--- src/rtl/arb_pkg.sv ---
// arb_pkg: shared state encoding and index-width helper for the round-robin lock arbiter
package arb_pkg;
  typedef enum logic {IDLE, OWNED} arb_state_t;
  function automatic int id_w(input int n);
    return (n > 1) ? $clog2(n) : 1;
  endfunction
endpackage

--- src/rtl/rr_pick.sv ---
// rr_pick: combinational round-robin search over req & ~mask starting at ptr
module rr_pick import arb_pkg::*; #(
  parameter int N = 4,
  parameter int ID_W = id_w(N)
) (
  input  logic [N-1:0]    req,
  input  logic [ID_W-1:0] ptr,
  input  logic [N-1:0]    mask,
  output logic            valid,
  output logic [ID_W-1:0] idx
);
  logic [N-1:0] elig;
  assign elig = req & ~mask;
  // Scan farthest-first so the last hit written is the nearest to ptr
  always_comb begin
    valid = 1'b0;
    idx = '0;
    for (int i = N - 1; i >= 0; i--) begin
      if (elig[(int'(ptr) + i) % N]) begin
        valid = 1'b1;
        idx = ID_W'((int'(ptr) + i) % N);
      end
    end
  end
endmodule

--- src/rtl/rr_lock_arbiter.sv ---
// rr_lock_arbiter: round-robin arbiter with grant locking and bounded hold time
module rr_lock_arbiter import arb_pkg::*; #(
  parameter int N = 4,
  parameter int MAX_HOLD = 8,
  localparam int ID_W = id_w(N),
  localparam int HC_W = $clog2(MAX_HOLD + 1)
) (
  input  logic            clk,
  input  logic            rst,
  input  logic [N-1:0]    request,
  output logic [N-1:0]    grant,
  output logic [ID_W-1:0] grant_id,
  output logic            busy,
  output logic            timeout
);
  arb_state_t state;
  logic [ID_W-1:0] ptr;
  logic [HC_W-1:0] hold_cnt;
  logic valid, own_req, others, hold_max, rel, pre, take;
  logic [ID_W-1:0] idx;
  rr_pick #(.N(N), .ID_W(ID_W)) u_pick (
    .req  (request),
    .ptr  (ptr),
    .mask (grant),
    .valid(valid),
    .idx  (idx)
  );
  // grant is zero in IDLE, so it doubles as the owner mask
  assign own_req = |(request & grant);
  assign others = |(request & ~grant);
  assign hold_max = hold_cnt == HC_W'(MAX_HOLD - 1);
  assign rel = state == OWNED && !own_req;
  assign pre = state == OWNED && own_req && others && hold_max;
  assign take = valid && (state == IDLE || rel || pre);
  always_ff @(posedge clk or posedge rst) begin
    if (rst) begin
      state <= IDLE;
      ptr <= '0;
      hold_cnt <= '0;
      grant <= '0;
      grant_id <= '0;
      busy <= 1'b0;
      timeout <= 1'b0;
    end else begin
      timeout <= pre;
      if (take) begin
        state <= OWNED;
        grant <= N'(1) << idx;
        grant_id <= idx;
        busy <= 1'b1;
        hold_cnt <= '0;
        ptr <= (idx == ID_W'(N - 1)) ? '0 : idx + 1'b1;
      end else if (rel) begin
        state <= IDLE;
        grant <= '0;
        grant_id <= '0;
        busy <= 1'b0;
        hold_cnt <= '0;
      end else if (state == OWNED) begin
        hold_cnt <= hold_max ? hold_cnt : hold_cnt + 1'b1;
      end
    end
  end
endmodule
--- config.mk ---
export PLATFORM = sky130hd
export DESIGN_NAME = rr_lock_arbiter
export DESIGN_NICKNAME = d
export VERILOG_FILES = /design/src/rtl/arb_pkg.sv /design/src/rtl/rr_pick.sv /design/src/rtl/rr_lock_arbiter.sv
export SDC_FILE = /design/constraint.sdc
export NUM_CORES = 1
export LEC_CHECK = 0
export ABC_CLOCK_PERIOD_IN_PS = 5700
export CAP_MARGIN = 20
export CORE_UTILIZATION = 28
export CTS_CLUSTER_DIAMETER = 30
export DETAILED_ROUTE_END_ITERATION = 8
export GPL_TIMING_DRIVEN = 0
export PLACE_DENSITY = 0.46
export SLEW_MARGIN = 20
export SYNTH_ARGS = -nofsm -noshare
export SYNTH_HDL_FRONTEND = slang
export SYNTH_SLANG_ARGS = --single-unit
--- constraint.sdc ---
create_clock -name clk -period 5.7 [get_ports clk]
set_clock_uncertainty 0.05 [all_clocks]
set_input_delay 0.57 -clock clk [delete_from_list [all_inputs] [get_ports clk]]
set_output_delay 0.57 -clock clk [all_outputs]
set_load 0.02 [all_outputs]
==> run_results.csv, run 1 <==
group,metric,value,unit
clocking,cts-buffers-inserted,3,
run_status,status,"complete, no violations",
sta,setup_ws,3.06,ns
sta,max_freq,379,MHz
clocking,clock-sinks,14,
die,die_area,3210,um^2
yosys,netlist_area,837,um^2
clocking,htreeDepth,1,
setup_path,cp_data_arrival_time,2.76,ns
place,dp_cells,121,
detailed_routing,dr.pass1.iters,4,
sta,relSlewSlack,51.7,%
final_layout,syn_to_final_growth,24.5,%
place,io_buffers,13,
detailed_routing,viasPerCell,5.31,
pwr,power_density,579,nW/um^2
setup_path,setup.worst_path.class,"input pin to flop",
sta,drv_slew,0,
die,rows,19,
final_layout,final_cells,125,
clocking,clk_pin_slew,0.09,ns
yosys,ys_ff_latch,14,
hold_path,min_path_cells,1,
clocking,cts_setup_buffers,0,
setup_path,critPathLaunchType,"input pin",
yosys,yosysMostFrequentCell,"dfrtp_1",
die,core,2810,um^2
detailed_routing,antenna_left,0,
pwr,seqPwrFrac,31.4,%
pwr,p_comb_share,56.4,%
global_routing,gr-total-overflow,0,
die,io_pins,14,
clocking,clock_path_buffers,2,
sta,setup_viol_count_final,0,
yosys,synthFlopType,"dfrtp_1",
die,chipHeight,56.7,um
pwr,cellLeakagePower,0.431,nW
clocking,cts_tree,"yes",
yosys,synth_edf_count,0,
sta,hold_viol,0,
detailed_routing,wl_per_cell,14.1,um
yosys,netlist.area_leader.share,41.9,%
clocking,ctsHoldBuffers,0,
pwr,total_power,0.000604,W
yosys,synth.avg_cell_area,10.9,um^2
place,gp_congestion,0.732,
setup_path,crit_required,5.82,ns
sta,grt_setup_unrepaired,"no",
die,initial_core_util,29.8,%
sta,period_share,46.3,%
detailed_routing,vias,664,
place,hpwlAfterDp,1360,um
clocking,ctsResizeCount,0,
yosys,yosysSeqAreaShare,41.9,%
final_layout,antenna_cells,0,
final_layout,drive_above_1_share,13.8,%
sta,min_period,2.64,ns
clocking,root_buffer,"clkbuf_4",
sta,tns,0,ns
detailed_routing,drt_iter0_drc,19,
detailed_routing,drc_errors,0,
pwr,power_switching,0.000255,W
yosys,synth_cells,77,
setup_path,cp_max_fo,5,
yosys,synth_common_cells,"dfrtp_1 (14), inv_1 (7), a21oi_1 (6)",
pwr,p_sw_share,42.2,%
global_routing,grt_pass1_wl,2930,um
pwr,irDropWorstVdd,0.000201,V
die,die_w,56.7,um
yosys,ys_top_cells_by_area,"dfrtp_1 (42%), ha_1 (7.5%), o221a_1 (4.0%)",
clocking,insertion_delay,0.28,ns
yosys,synth-warning-count,0,
global_routing,grt_pass1_vias,637,
hold_path,hp-class,"flop to flop",
setup_path,crit_path_end_kind,"flop",
yosys,synth_fp_nets,88,
global_routing,grt_start_max_net_pins,15,
yosys,ys_async_sr_fraction,100,%
final_layout,final_util,37.2,%
yosys,ys_types,30,
yosys,synth_top_area_cell,"dfrtp_1",
detailed_routing,wirelength,1760,um
final_layout,final_nets,106,
global_routing,antenna_found_initial,0,
pwr,intPower,0.000349,W
place,post-place-ws,2.74,ns
global_routing,grt_use_total,12.1,%
pwr,clockPowerShare,12.2,%
run,drv_cap,0,
setup_path,worstRegToRegCells,6,
sta,tightest_slew,0.719,ns
[layout make-up]
class | count | area [um^2]
fill | 294 | 1760
multi-input combinational | 56 | 460
sequential | 14 | 350
timing repair buffer | 13 | 130
tap | 31 | 38.8
clock buffer | 4 | 36.3
inverter | 7 | 26.3
[per-stage QoR]
| stage | area (um^2) | hold WS [ns] |
|---|---|---|
| 2_1_floorplan | 837 | 0.409 |
| 3_3_place_gp | 1010 | 0.434 |
| 3_5_place_dp | 1010 | 0.434 |
| 4_1_cts | 1040 | 0.456 |
| 5_1_grt | 1040 | 0.486 |
| 6_report | 1040 | 0.453 |
[path summary, 6_finish.rpt]
check,startpoint,endpoint,slack [ns]
hold reg to reg,grant_id[1],grant_id[1],0.45
max in group asynchronous,rst,grant[1],4.67
setup reg to reg,grant[3],grant[0],3.41
setup / recovery,request[3],grant[0],3.06
min in group asynchronous,rst,grant_id[1],0.57
hold / removal,grant_id[1],grant_id[1],0.45
[power groups by stage]
stage	registers (W)	logic, W	clock network (W)
final	0.000190	0.000341	0.0000734
after global routing	0.000198	0.000370	0.0000826
after CTS	0.000189	0.000344	0.0000768
after detailed placement	0.000190	0.000344	0
after global placement	0.000190	0.000343	0
after floorplan	0.000209	0.000219	0
[logic make-up (layout without fill, tap and decap cells)]
family                   Yosys count  in the layout  synth area share, %
adder cells (fa/ha/maj)            5              5                 7.47
AND/OR/NAND/NOR                   23             23                 18.1
buffers and inverters              7             24                 3.14
AO/OA/AOI/OAI                     26             26                 26.5
multiplexers                       2              2                 2.99
flip-flops                        14             14                 41.9
[state kept, by name, summed over array words and instances, names as in the netlist]
| register | cells |
|---|---|
| state | 1 |
| ptr | 2 |
| hold_cnt | 4 |
| grant | 4 |
| grant_id | 2 |
| timeout | 1 |
[critical path, cell delays in order]
cell and delay [ns]:
clkdlybuf4s50_1 0.48, nor2b_1 0.35, a21oi_1 0.07, nor3_1 0.62, inv_1 0.15, ha_1 0.24, o221a_2 0.27
[cell usage in the layout (no fill, tap or decap), types with 3 or more instances in the layout]
cell / Yosys / final
clkbuf_4: 0 / 3
a21oi_1: 6 / 6
nand2_1: 5 / 5
ha_1: 5 / 5
nor2b_1: 3 / 3
o221a_1: 3 / 3
clkdlybuf4s50_1: 0 / 13
dfrtp_1: 14 / 14
o21ai_0: 3 / 3
nand3_1: 3 / 3
inv_1: 7 / 7
[routing by layer]
layer,global-route usage [%],vias to the layer above,routed length [um]
met5,0,-,0
met4,7.50,0,30
met3,2.30,4,73
met2,17.9,12,789
met1,16.2,325,870
li1,-,323,-
Power figures use the tool's default switching activity.
==> run 2: changes to the inputs <==
Settings changed: ABC_CLOCK_PERIOD_IN_PS 5700 to 2600.
Clock period 5.7 ns to 2.6 ns, I/O delays scaled along.
==> results of run 2 <==
The final DEF is identical to that of run 1. Status: complete, no violations.
Main changes from that run: setup slack after placement 2.74 ns -> -0.0532 ns; setup slack after layout 3.06 ns -> 0.268 ns; hold slack 0.453 ns -> 0.258 ns; register-to-register setup slack 3.41 ns -> 0.31 ns; total power 0.000604 W -> 0.00132 W; worst IR drop on VDD 0.000201 V -> 0.000440 V
